**config.mk**
```make
export PLATFORM = sky130hd
export DESIGN_NAME = fp32_to_int
export DESIGN_NICKNAME = d
export VERILOG_FILES = /design/src/rtl/fpall_pkg.sv /design/src/rtl/rshift_sticky_32.sv /design/src/rtl/fp32_to_int.sv
export SDC_FILE = /design/constraint.sdc
export NUM_CORES = 1
export LEC_CHECK = 0
export CAP_MARGIN = 0
export CORE_UTILIZATION = 47
export CTS_CLUSTER_SIZE = 28
export DETAILED_ROUTE_END_ITERATION = 10
export MAX_ROUTING_LAYER = met4
export PLACE_DENSITY = 0.78
export SLEW_MARGIN = 40
export SYNTH_ARGS = -nofsm -noshare
export SYNTH_HDL_FRONTEND = slang
export SYNTH_HIERARCHICAL = 1
export SYNTH_SLANG_ARGS = --single-unit
```
**constraint.sdc**
```tcl
create_clock -name clk -period 6.33 [get_ports clk]
set_input_delay 1.266 -clock clk [delete_from_list [all_inputs] [get_ports clk]]
set_output_delay 1.266 -clock clk [all_outputs]
set_load 0.05 [all_outputs]
```
**src/rtl/fpall_pkg.sv**
```systemverilog
// fpall_pkg: shared FP-unit types, FP32 bias constant and the rounding-increment decision.
//   fp_fmt_e      operand format selector (only FP32 is handled by fp32_to_int)
//   round_mode_e  RNE, RTZ, RDN, RUP, RMM
//   roundUp()     1 when the truncated magnitude must be incremented
package fpall_pkg;
  typedef enum logic [1:0] {FP32 = 2'd0, FP64 = 2'd1, FP16 = 2'd2, BF16 = 2'd3} fp_fmt_e;
  typedef enum logic [2:0] {RNE = 3'd0, RTZ = 3'd1, RDN = 3'd2, RUP = 3'd3, RMM = 3'd4} round_mode_e;
  localparam logic [7:0] FP32_BIAS = 8'd127;
  function automatic logic roundUp(input round_mode_e rm, input logic sign, input logic lsb,
                                   input logic rnd, input logic stk);
    return rm == RNE ? rnd & (stk | lsb) :
           rm == RMM ? rnd :
           rm == RUP ? (rnd | stk) & ~sign :
           rm == RDN ? (rnd | stk) & sign : 1'b0;
  endfunction
endpackage

```
**src/rtl/rshift_sticky_32.sv**
```systemverilog
// rshift_sticky_32: 32-bit right barrel shifter reporting the last bit shifted out and the OR of the rest.
//   din   in  32  value to shift
//   amt   in  5   shift amount
//   dout  out 32  din >> amt
//   rnd   out 1   bit din[amt-1] (0 when amt = 0)
//   stk   out 1   OR of din[amt-2:0]
module rshift_sticky_32 (
  input  logic [31:0] din,
  input  logic [4:0]  amt,
  output logic [31:0] dout,
  output logic        rnd,
  output logic        stk
);
  logic [63:0] ext;
  // Shifting into a 64-bit window keeps the discarded bits in the low half.
  assign ext  = {din, 32'd0} >> amt;
  assign dout = ext[63:32];
  assign rnd  = ext[31];
  assign stk  = |ext[30:0];
endmodule

```
**src/rtl/fp32_to_int.sv**
```systemverilog
// fp32_to_int: 3-stage binary32 to int32/uint32 converter with rounding modes and invalid/inexact flags.
//   clk, rst              clock, asynchronous active-high reset
//   in_valid / in_ready   operand handshake (X, fmt, rm, is_signed travel together)
//   out_valid / out_ready result handshake
//   R, invalid, inexact   integer result and flags
module fp32_to_int
  import fpall_pkg::*;
(
  input  logic        clk,
  input  logic        rst,
  input  logic        in_valid,
  output logic        in_ready,
  input  fp_fmt_e     fmt,
  input  logic [31:0] X,
  input  round_mode_e rm,
  input  logic        is_signed,
  output logic        out_valid,
  input  logic        out_ready,
  output logic [31:0] R,
  output logic        invalid,
  output logic        inexact
);
  logic v1, v2, v3, adv2, adv3;
  logic s1Sign, s1Signed, s1FmtOk, s1Nan, s1Ovf;
  logic [7:0] s1Exp;
  logic [22:0] s1Frac;
  round_mode_e s1Rm;
  logic s2Sign, s2Signed, s2FmtOk, s2Nan, s2Ovf, s2Rnd, s2Stk;
  logic [31:0] s2Mag;
  round_mode_e s2Rm;
  logic [31:0] shOut, d2Mag, negR, satR, d3R;
  logic shRnd, shStk, inRange, isHalf, d2Rnd, d2Stk;
  logic inc, sOvf, uOvf, bad, d3Inx;
  logic [32:0] mag33;
  logic [4:0] shAmt;
  assign adv3      = out_ready | ~v3;
  assign adv2      = ~v2 | adv3;
  assign in_ready  = ~v1 | adv2;
  assign out_valid = v3;
  // Stage 2: place the significand so bit 31 has weight 2^E, shift down by 31-E.
  assign shAmt   = 5'(FP32_BIAS + 8'd31 - s1Exp);
  assign inRange = s1Exp >= FP32_BIAS;
  assign isHalf  = s1Exp == FP32_BIAS - 8'd1;
  rshift_sticky_32 uShift (
    .din  ({1'b1, s1Frac, 8'd0}),
    .amt  (shAmt),
    .dout (shOut),
    .rnd  (shRnd),
    .stk  (shStk)
  );
  assign d2Mag = inRange ? shOut : 32'd0;
  assign d2Rnd = inRange ? shRnd : isHalf;
  assign d2Stk = inRange ? shStk : isHalf ? |s1Frac : (|s1Exp) | (|s1Frac);
  // Stage 3: round on 33 bits so a carry out of an all-ones uint32 is still seen as overflow.
  assign inc   = roundUp(s2Rm, s2Sign, s2Mag[0], s2Rnd, s2Stk);
  assign mag33 = {1'b0, s2Mag} + 33'(inc);
  assign negR  = ~mag33[31:0] + 32'd1;
  assign sOvf  = s2Sign ? mag33 > 33'h080000000 : mag33 > 33'h07FFFFFFF;
  assign uOvf  = s2Sign ? |mag33 : mag33[32];
  assign bad   = ~s2FmtOk | s2Nan | s2Ovf | (s2Signed ? sOvf : uOvf);
  assign satR  = ~s2FmtOk ? 32'd0 :
                 s2Nan    ? (s2Signed ? 32'h7FFFFFFF : 32'hFFFFFFFF) :
                 s2Signed ? (s2Sign ? 32'h80000000 : 32'h7FFFFFFF) :
                            (s2Sign ? 32'd0 : 32'hFFFFFFFF);
  // A negative operand that rounds to zero is a legal unsigned 0.
  assign d3R   = bad ? satR : s2Sign ? (s2Signed ? negR : 32'd0) : mag33[31:0];
  assign d3Inx = (s2Rnd | s2Stk) & ~bad;
  always_ff @(posedge clk or posedge rst) begin
    if (rst) begin
      v1 <= 1'b0;
      v2 <= 1'b0;
      v3 <= 1'b0;
      s1Sign <= 1'b0;
      s1Exp <= 8'd0;
      s1Frac <= 23'd0;
      s1Rm <= RNE;
      s1Signed <= 1'b0;
      s1FmtOk <= 1'b0;
      s1Nan <= 1'b0;
      s1Ovf <= 1'b0;
      s2Sign <= 1'b0;
      s2Mag <= 32'd0;
      s2Rnd <= 1'b0;
      s2Stk <= 1'b0;
      s2Rm <= RNE;
      s2Signed <= 1'b0;
      s2FmtOk <= 1'b0;
      s2Nan <= 1'b0;
      s2Ovf <= 1'b0;
      R <= 32'd0;
      invalid <= 1'b0;
      inexact <= 1'b0;
    end else begin
      if (in_ready) begin
        v1 <= in_valid;
        s1Sign <= X[31];
        s1Exp <= X[30:23];
        s1Frac <= X[22:0];
        s1Rm <= rm;
        s1Signed <= is_signed;
        s1FmtOk <= fmt == FP32;
        s1Nan <= (&X[30:23]) & (|X[22:0]);
        s1Ovf <= X[30:23] >= FP32_BIAS + 8'd32;
      end
      if (adv2) begin
        v2 <= v1;
        s2Sign <= s1Sign;
        s2Mag <= d2Mag;
        s2Rnd <= d2Rnd;
        s2Stk <= d2Stk;
        s2Rm <= s1Rm;
        s2Signed <= s1Signed;
        s2FmtOk <= s1FmtOk;
        s2Nan <= s1Nan;
        s2Ovf <= s1Ovf;
      end
      if (adv3) begin
        v3 <= v2;
        R <= d3R;
        invalid <= bad;
        inexact <= d3Inx;
      end
    end
  end
endmodule
```
==> run summary, run 1 <==
The total number of nets in the final design is 1095. The routed length per placed instance is between 15 and 20 um. The average footprint of a synthesized cell came out at between 9 and 10 sq um. The HPWL reported at the end of detailed placement came out at 16.5 mm. The clock transition at the register clock pins on the worst setup and hold paths after CTS is 60 ps. Measured against its own limit, the worst slew margin works out to roughly half.

Setup repair after global routing left no endpoint under its margin. The number of global-route vias before repair was between 7000 and 8000. The biggest area contributor in the post-synthesis netlist is sky130_fd_sc_hd__dfrtp_1.

Row generation in the floorplan step produced 49 rows. The clock drives ~120 sinks. The worst path uses 90.9% of the clock period. The effective utilization at floorplan came out at 48.6%. The number of setup buffers added after CTS came out at 0. The area growth from synthesis to final layout came out at 18.1%.

The number of detailed-routing iterations run before antenna repair came out at 11. The tightest hold margin came out at ~480 ps. The critical path in this run is classified as flip-flop to flip-flop.

The average via count per standard cell came out at 5.96. The critical path startpoint category is a flip-flop. The clock insertion delay at the later pin of the skew report is 420 ps.

Of all nets on the critical path, the largest fanout is 30. The checks that failed: design-rule violations. IR analysis of the VDD net gives a maximum drop of between 200 and 250 uV. The floorplan step set the die height to 139 um.

The leakage power of the design came out at 4.20 nW. The overall fraction of global-route tracks in use is around a quarter. The slew of the pin with the lowest slew margin is 743 ps. The final antenna-violating net count came out at 0. In this run the power density over the cells is about 330 nW/um^2.

The final weighted congestion in routability-driven placement is 0.972. The number of max-slew violations in the final report was 0. The data required time at the worst endpoint is 6680 ps. The final setup violation count is 0. The residual overflow from global routing came out at 0. The post-synthesis instance total is 965. The cell sitting at the root of the clock tree is a sky130_fd_sc_hd__clkbuf_16. The maximum clock insertion buffer count is 2. In the routed design, unresolved DRC markers number 7. The total via count in the routed design came out at 7649. TritonCTS built the clock tree. Summing the sequential cell areas from Yosys gives 33.4% of the chip area.

The largest clock skew in the final design is 8.71 ps. The hold violation count in the final report is 0. Counting cells, the worst reg-to-reg path comes to 17. The top achievable clock speed is between 150 and 200 MHz. The critical path data arrival time is around 6000 ps.

The synthesized area came out at 8840 sq um. The post-cts resize count is 0. The number of different library cells used by synthesis comes to 76.

The share of flip-flops with an asynchronous set or reset is 100%. The run finished, with violations left. Along the worst hold path, the cell count comes to 1. 78 I/O pins were placed. The type of destination of the critical path is a flip-flop. The Yosys step of the flow raised 6 warnings.

In this run the worst hold path is classified as flip-flop to flip-flop. Summed over all layers, the routed wires come to 22.1 mm. The number of antenna cells inserted is 0. The initial detailed-routing violation count came out at 590. The number of I/O port buffers came out at 77. The die extent in x came out at 139 um. The floorplan step defined a die boundary enclosing a little under 20000 sq um. Subtracting the final worst setup slack from the clock period gives 5750 ps. Max-cap violations in this run came to 0. In this run, synthesis produced a sequential element count of 118.

The wire length of the first global-routing pass is 37.6 mm. After routing, the total negative slack on setup checks comes to 0 ps. Ranked by total cell area, the synthesized netlist is headed by sky130_fd_sc_hd__dfrtp_1 (33%), sky130_fd_sc_hd__mux4_2 (7.6%), sky130_fd_sc_hd__mux2_2 (6.6%), sky130_fd_sc_hd__nand2_1 (6.5%), sky130_fd_sc_hd__xnor2_1 (4.0%). The core area is 18200 sq um.

The depth of the CTS H-tree came out at 4. The initial antenna violation count was 0. The area share of the largest cell type after synthesis is 33.4%. Counting flops with a built-in enable in the synthesized netlist gives 0. The top flip-flop cell by instance count after synthesis is sky130_fd_sc_hd__dfrtp_1.

The maximum number of pins on one net before global-route repair is between 60 and 70. The number of buffers created by CTS is 17. The share of post-route cells with drive strength above 1 is 14.4%.

The number of buffers inserted for hold repair after clock tree synthesis is 0.
[where the power goes]
group          switching [mW]  internal [mW]  leakage (nW)  total, mW
registers               0.172          0.879          1.49       1.05
clock network           0.367          0.627         0.282      0.993
logic                   0.808          0.588          2.43       1.40
[worst paths after layout]
kind,start,to,slack [ps]
setup / recovery,s2Sign,R[23],580
hold / removal,v2,out_valid,480
setup reg to reg,s2Sign,R[23],580
hold reg to reg,v2,out_valid,480
max in group asynchronous,rst,s1Exp[0],3880
min in group asynchronous,rst,s2Mag[13],1300
[flip-flops by register name, summed over array words and instances, names as in the netlist, 3 cells and up]
register / cells
s2Mag: 32
s1Rm: 3
s1Frac: 23
s2Rm: 3
R: 32
s1Exp: 8
[layout by cell type, fill, tap and decap left out, types with 22 or more instances in the layout]
| cell type | n |
|---|---|
| sky130_fd_sc_hd__xnor2_1 | 40 |
| sky130_fd_sc_hd__o21ai_0 | 59 |
| sky130_fd_sc_hd__dfrtp_1 | 117 |
| sky130_fd_sc_hd__nand3_1 | 30 |
| sky130_fd_sc_hd__mux2i_1 | 25 |
| sky130_fd_sc_hd__nand2_1 | 154 |
| sky130_fd_sc_hd__xor2_1 | 22 |
| sky130_fd_sc_hd__nor4_1 | 23 |
| sky130_fd_sc_hd__conb_1 | 44 |
| sky130_fd_sc_hd__clkdlybuf4s50_1 | 77 |
| sky130_fd_sc_hd__nor2_1 | 49 |
| sky130_fd_sc_hd__mux4_2 | 30 |
| sky130_fd_sc_hd__a221o_1 | 33 |
| sky130_fd_sc_hd__mux2_2 | 52 |
[synth_stat cells (14+ instances only)]
cell / instances
sky130_fd_sc_hd__nor3_1: 15
sky130_fd_sc_hd__inv_1: 14
sky130_fd_sc_hd__xor2_1: 23
sky130_fd_sc_hd__o21ai_0: 59
sky130_fd_sc_hd__buf_2: 15
sky130_fd_sc_hd__a21oi_1: 17
sky130_fd_sc_hd__mux2i_1: 25
sky130_fd_sc_hd__a221o_1: 33
sky130_fd_sc_hd__clkbuf_1: 42
sky130_fd_sc_hd__mux2_2: 52
sky130_fd_sc_hd__nor4_1: 23
sky130_fd_sc_hd__xnor2_1: 40
sky130_fd_sc_hd__dfrtp_1: 118
sky130_fd_sc_hd__mux4_2: 30
sky130_fd_sc_hd__nor2_1: 50
sky130_fd_sc_hd__o22ai_1: 14
sky130_fd_sc_hd__nand4_1: 20
sky130_fd_sc_hd__nand2_1: 154
sky130_fd_sc_hd__nand3_1: 30
[kinds of logic (layout without fill, tap and decap cells)]
family | count (synthesis) | in the layout | synth area share [%]
AOI/OAI and AO/OA | 202 | 202 | 15.9
xor gates and xnor gates | 63 | 63 | 6.24
adders and majority gates | 10 | 10 | 1.42
buffers and inverters | 90 | 138 | 4.50
DFF | 118 | 118 | 33.4
muxes | 111 | 111 | 17.6
other | 2 | 44 | 0.0849
and+or+nand+nor | 369 | 369 | 20.8
[layer usage]
| layer | GRT usage [%] | routed length [um] | vias up |
|---|---|---|---|
| met1 | 32.2 | 9970 | 3623 |
| met2 | 39.5 | 10400 | 284 |
| met3 | 3.83 | 1190 | 44 |
| met5 | - | 0 | - |
| li1 | - | - | 3698 |
| met4 | 9.82 | 575 | 0 |
[stage by stage]
| stage | instance area [sq um] | total power, mW | worst slack, ps | instances | util (%) |
|---|---|---|---|---|---|
| after global placement | 9840 | 2.42 | 734 | 1253 | 54.0 |
| after floorplan | 9000 | 2.08 | 1400 | 1007 | - |
| after detailed placement | 9850 | 2.44 | 595 | 1253 | 54.1 |
| after global routing | 10400 | 3.63 | 124 | 1284 | 57.4 |
| after CTS | 10400 | 3.44 | 571 | 1284 | 57.3 |
| final | 10400 | 3.44 | 578 | 1284 | 57.4 |
[critical path, stage by stage (launching register included)]
cell,delay (ps)
sky130_fd_sc_hd__dfrtp_1,380
sky130_fd_sc_hd__inv_2,200
sky130_fd_sc_hd__mux2_2,370
sky130_fd_sc_hd__o32a_1,330
sky130_fd_sc_hd__nor2_1,170
sky130_fd_sc_hd__ha_1,360
sky130_fd_sc_hd__ha_1,540
sky130_fd_sc_hd__and3_1,410
sky130_fd_sc_hd__nand2_1,240
sky130_fd_sc_hd__or4_1,630
sky130_fd_sc_hd__a211oi_1,290
sky130_fd_sc_hd__o22ai_1,220
sky130_fd_sc_hd__or3_1,380
sky130_fd_sc_hd__o221a_1,240
sky130_fd_sc_hd__a21o_1,240
sky130_fd_sc_hd__a211oi_4,150
sky130_fd_sc_hd__buf_4,320
sky130_fd_sc_hd__a221o_1,210
[cell type report]
cell class	count	area (sq um)
fillers	1643	7760
multi-input cells	799	5670
flip-flops and latches	118	2950
repair buffers	90	868
clock buffers	19	443
well taps	229	287
clock inverters	12	153
inverters	17	68.8
Note: power is estimated with default switching activity, not from simulation.
==> inputs of run 2 (changes only) <==
--- a/config.mk
+++ b/config.mk
@@ -6,11 +6,12 @@
 export NUM_CORES = 1
 export LEC_CHECK = 0
 export CAP_MARGIN = 0
-export CORE_UTILIZATION = 47
+export CORE_UTILIZATION = 59
 export CTS_CLUSTER_SIZE = 28
 export DETAILED_ROUTE_END_ITERATION = 10
 export MAX_ROUTING_LAYER = met4
-export PLACE_DENSITY = 0.78
+export PLACE_DENSITY = 0.92
+export SKIP_LAST_GASP = 1
 export SLEW_MARGIN = 40
 export SYNTH_ARGS = -nofsm -noshare
 export SYNTH_HDL_FRONTEND = slang
==> run 2 against run 1 <==
Effect of this change:
- the flow now finishes without violations
- sequential power about the same
- via count up 4.1%
- final cell count down 3.4%
- global-route usage up 6.8 points
- fmax up 0.87%
- critical path depth unchanged
- die area down 20%
- total power down 1.2%
- largest cell class unchanged
- non-clock buffer count up 1
- sequential share of layout area up 0.19 points
- wire length up 2.7%
- first-iteration DRC count up 22%
==> run summary, run 2 (synthesis results as in run 1) <==
The flow ran to the end, and the final reports show no timing, DRC or antenna violations. The hold violation count in the final report is 0. The detailed router finished its first iteration with 721 violations. The maximum number of pins on one net before global-route repair came out at 84. Leaving out fill and tap cells, the most frequent cells in the layout are sky130_fd_sc_hd__nand2_1 (154), sky130_fd_sc_hd__dfrtp_1 (117), sky130_fd_sc_hd__clkdlybuf4s50_1 (76). Relative to the synthesized area, the layout overhead comes to 17.3%. The initial antenna violation count is 0. The wire length of the first global-routing pass is 38.5 mm. In the final routed layout, each cell accounts on average for 18.3 um. The H-tree was split into 4 levels.

The number of detailed-routing iterations run before antenna repair is 6. Clock-pin slew was measured on the worst setup and hold paths at 60 ps. Once placement completed, the tool counted placed cells totaling 1208.

The final wirelength is 22.7 mm. The data required time at the worst endpoint is 6680 ps. The worst path setup slack after routing came out at 628 ps. The residual overflow from global routing is 0. The share of total power dissipated in the clock network is 27.2%. The tree built by TritonCTS fans out to 118 sinks.

The internal reg-to-reg setup slack is 630 ps. In the final layout, the registers with the most flip-flops are R: 32 flops, s2Mag: 32 flops, s1Frac: 23 flops. The final setup violation count is 0. The internal power of the cells came out at 2.02 mW. The maximum clock insertion buffer count is 2. The worst slack at placement is 770 ps.

The initial utilization of the core area, before any placement, comes to a little over 60%. The number of global-route vias before repair came out at 7674. The post-cts resize count came out at 0. The number of setup buffers added after CTS is 0.

The max capacitance violation total is 0. The number of max-slew violations in the final report came out at 0. The total power divided by cell area came out at 328 nW/um^2.

The HPWL reported at the end of detailed placement came out at around 16 mm. Setup repair after global routing left no endpoint under its margin. The number of buffers created by CTS came out at 17. Dividing the detail-routed via count by the number of cells gives 6.42.

For the pin with the worst max-slew slack, the measured transition is 839 ps. The DRC violation count after routing came out at 0. The worst setup path is captured at a flip-flop. The relative contribution of combinational cells to total power came out at 41.7%. The die extent in x is 124 um.

The total number of placement rows is 44. STA puts the critical path data arrival time at 6050 ps. For this design the total switching power over the nets is 1.38 mW.

The number of antenna cells inserted came out at 0. The largest clock skew in the final design is 17.0 ps. The overall fraction of global-route tracks in use came out at 31.8%. Across all hold checks on the routed design, the worst slack comes to 482 ps. Cells with a size suffix above 1 make up between 10% and 20% of the layout. Clock tree synthesis selected as its root buffer the cell sky130_fd_sc_hd__clkbuf_16. The post-layout minimum cycle time came out at 5700 ps. The worst setup path is of the flip-flop to flip-flop kind. TritonCTS built the clock tree. The largest fanout on the critical path came out at 30.

The count of placed standard cells in the final layout, fillers left out came out at 1240. After layout, the worst path uses between 90% and 100% of the clock period. The worst hold path belongs to the class flip-flop to flip-flop.

The y dimension of the die came out at 124 um. The total number of nets in the final design is 1096. The clock insertion delay at the later pin of the skew report came out at 430 ps. After routing, the total negative slack on setup checks comes to 0 ps. STA classifies the critical path startpoint as a flip-flop. The final antenna-violating net count is 0. The total via count in the routed design is between 7000 and 8000. The share of power burned in registers came out at 31.1%. In this run the static leakage power is 4.19 nW. The fraction of power spent switching nets came out at 40.7%.

The number of I/O port buffers is 77. The number of top-level design ports came out at 78. The fraction of the core area covered by cells at the end of the flow came out at between 70% and 80%.

IR analysis of the VDD net gives a maximum drop of 227 uV. The final weighted congestion in routability-driven placement is between 1 and 1.5. The core region is 14600 sq um. The die covers 15500 sq um.

The worst slew slack as a fraction of its limit is 43.6%. The number of buffers inserted for hold repair after clock tree synthesis is 0. Leaving out fill and tap cells, the most frequent cell in the layout is sky130_fd_sc_hd__nand2_1. The top achievable clock speed came out at 175 MHz.
## run 2: layout make-up
cell class,instances,area (sq um)
clock buffers,18,439
flip-flops and latches,118,2950
repair buffers,91,886
clock inverters,13,125
fillers,1032,4220
inverters,17,68.8
multi-input cells,799,5670
well taps,184,230
## run 2: power groups by stage
stage / logic, mW / registers (mW) / clock network [mW]
6_report: 1.42 / 1.06 / 0.925
5_1_grt: 1.53 / 1.08 / 0.973
4_1_cts: 1.40 / 1.05 / 0.940
3_5_place_dp: 1.39 / 1.06 / 0
3_3_place_gp: 1.36 / 1.05 / 0
2_1_floorplan: 0.917 / 1.16 / 0
## run 2: per-layer routing
| metal | share of wire [%] | track usage, % | wire, um | up-vias |
|---|---|---|---|---|
| met1 | 41 | 37.9 | 9310 | 3789 |
| met2 | 49 | 51.2 | 11100 | 371 |
| met5 | 0 | - | 0 | - |
| li1 | - | - | - | 3714 |
| met4 | 4.6 | 17.6 | 1040 | 0 |
| met3 | 5.7 | 5.54 | 1290 | 86 |
## run 2: through the flow
stage	power, mW	cell area, sq um
after detailed placement	2.45	9790
final	3.40	10400
after CTS	3.39	10400
after global placement	2.42	9780
after floorplan	2.08	9000
after global routing	3.58	10400
## run 2: worst paths after layout
kind | from | endpoint | cells after the start
setup / recovery | s2Sign | R[13] | 17
hold / removal | s1FmtOk | s2FmtOk | 2
setup reg to reg | s2Sign | R[13] | 17
hold reg to reg | s1FmtOk | s2FmtOk | 2
max in group asynchronous | rst | s1Exp[0] | 3
min in group asynchronous | rst | s2Mag[5] | 2
## run 2: critical path: stages, from the launching register on
cell,delay (ps)
sky130_fd_sc_hd__dfrtp_1,380
sky130_fd_sc_hd__inv_2,180
sky130_fd_sc_hd__mux2_2,360
sky130_fd_sc_hd__o32a_1,330
sky130_fd_sc_hd__nor2_1,140
sky130_fd_sc_hd__ha_1,330
sky130_fd_sc_hd__ha_1,540
sky130_fd_sc_hd__and3_1,400
sky130_fd_sc_hd__nand2_1,270
sky130_fd_sc_hd__or4_1,620
sky130_fd_sc_hd__a211oi_1,280
sky130_fd_sc_hd__o22ai_1,210
sky130_fd_sc_hd__or3_1,380
sky130_fd_sc_hd__o221a_1,240
sky130_fd_sc_hd__a21o_1,240
sky130_fd_sc_hd__a211oi_4,160
sky130_fd_sc_hd__buf_4,330
sky130_fd_sc_hd__a221o_1,230
==> inputs of run 3 (changes only) <==
--- a/config.mk
+++ b/config.mk
@@ -7,6 +7,7 @@
 export LEC_CHECK = 0
 export CAP_MARGIN = 0
 export CORE_UTILIZATION = 59
+export CTS_BUF_LIST = sky130_fd_sc_hd__clkbuf_8 sky130_fd_sc_hd__clkbuf_16
 export CTS_CLUSTER_SIZE = 28
 export DETAILED_ROUTE_END_ITERATION = 10
 export MAX_ROUTING_LAYER = met4
==> results of run 3 <==
Same layout as run 2: the final DEF is identical, and so are final timing and power.
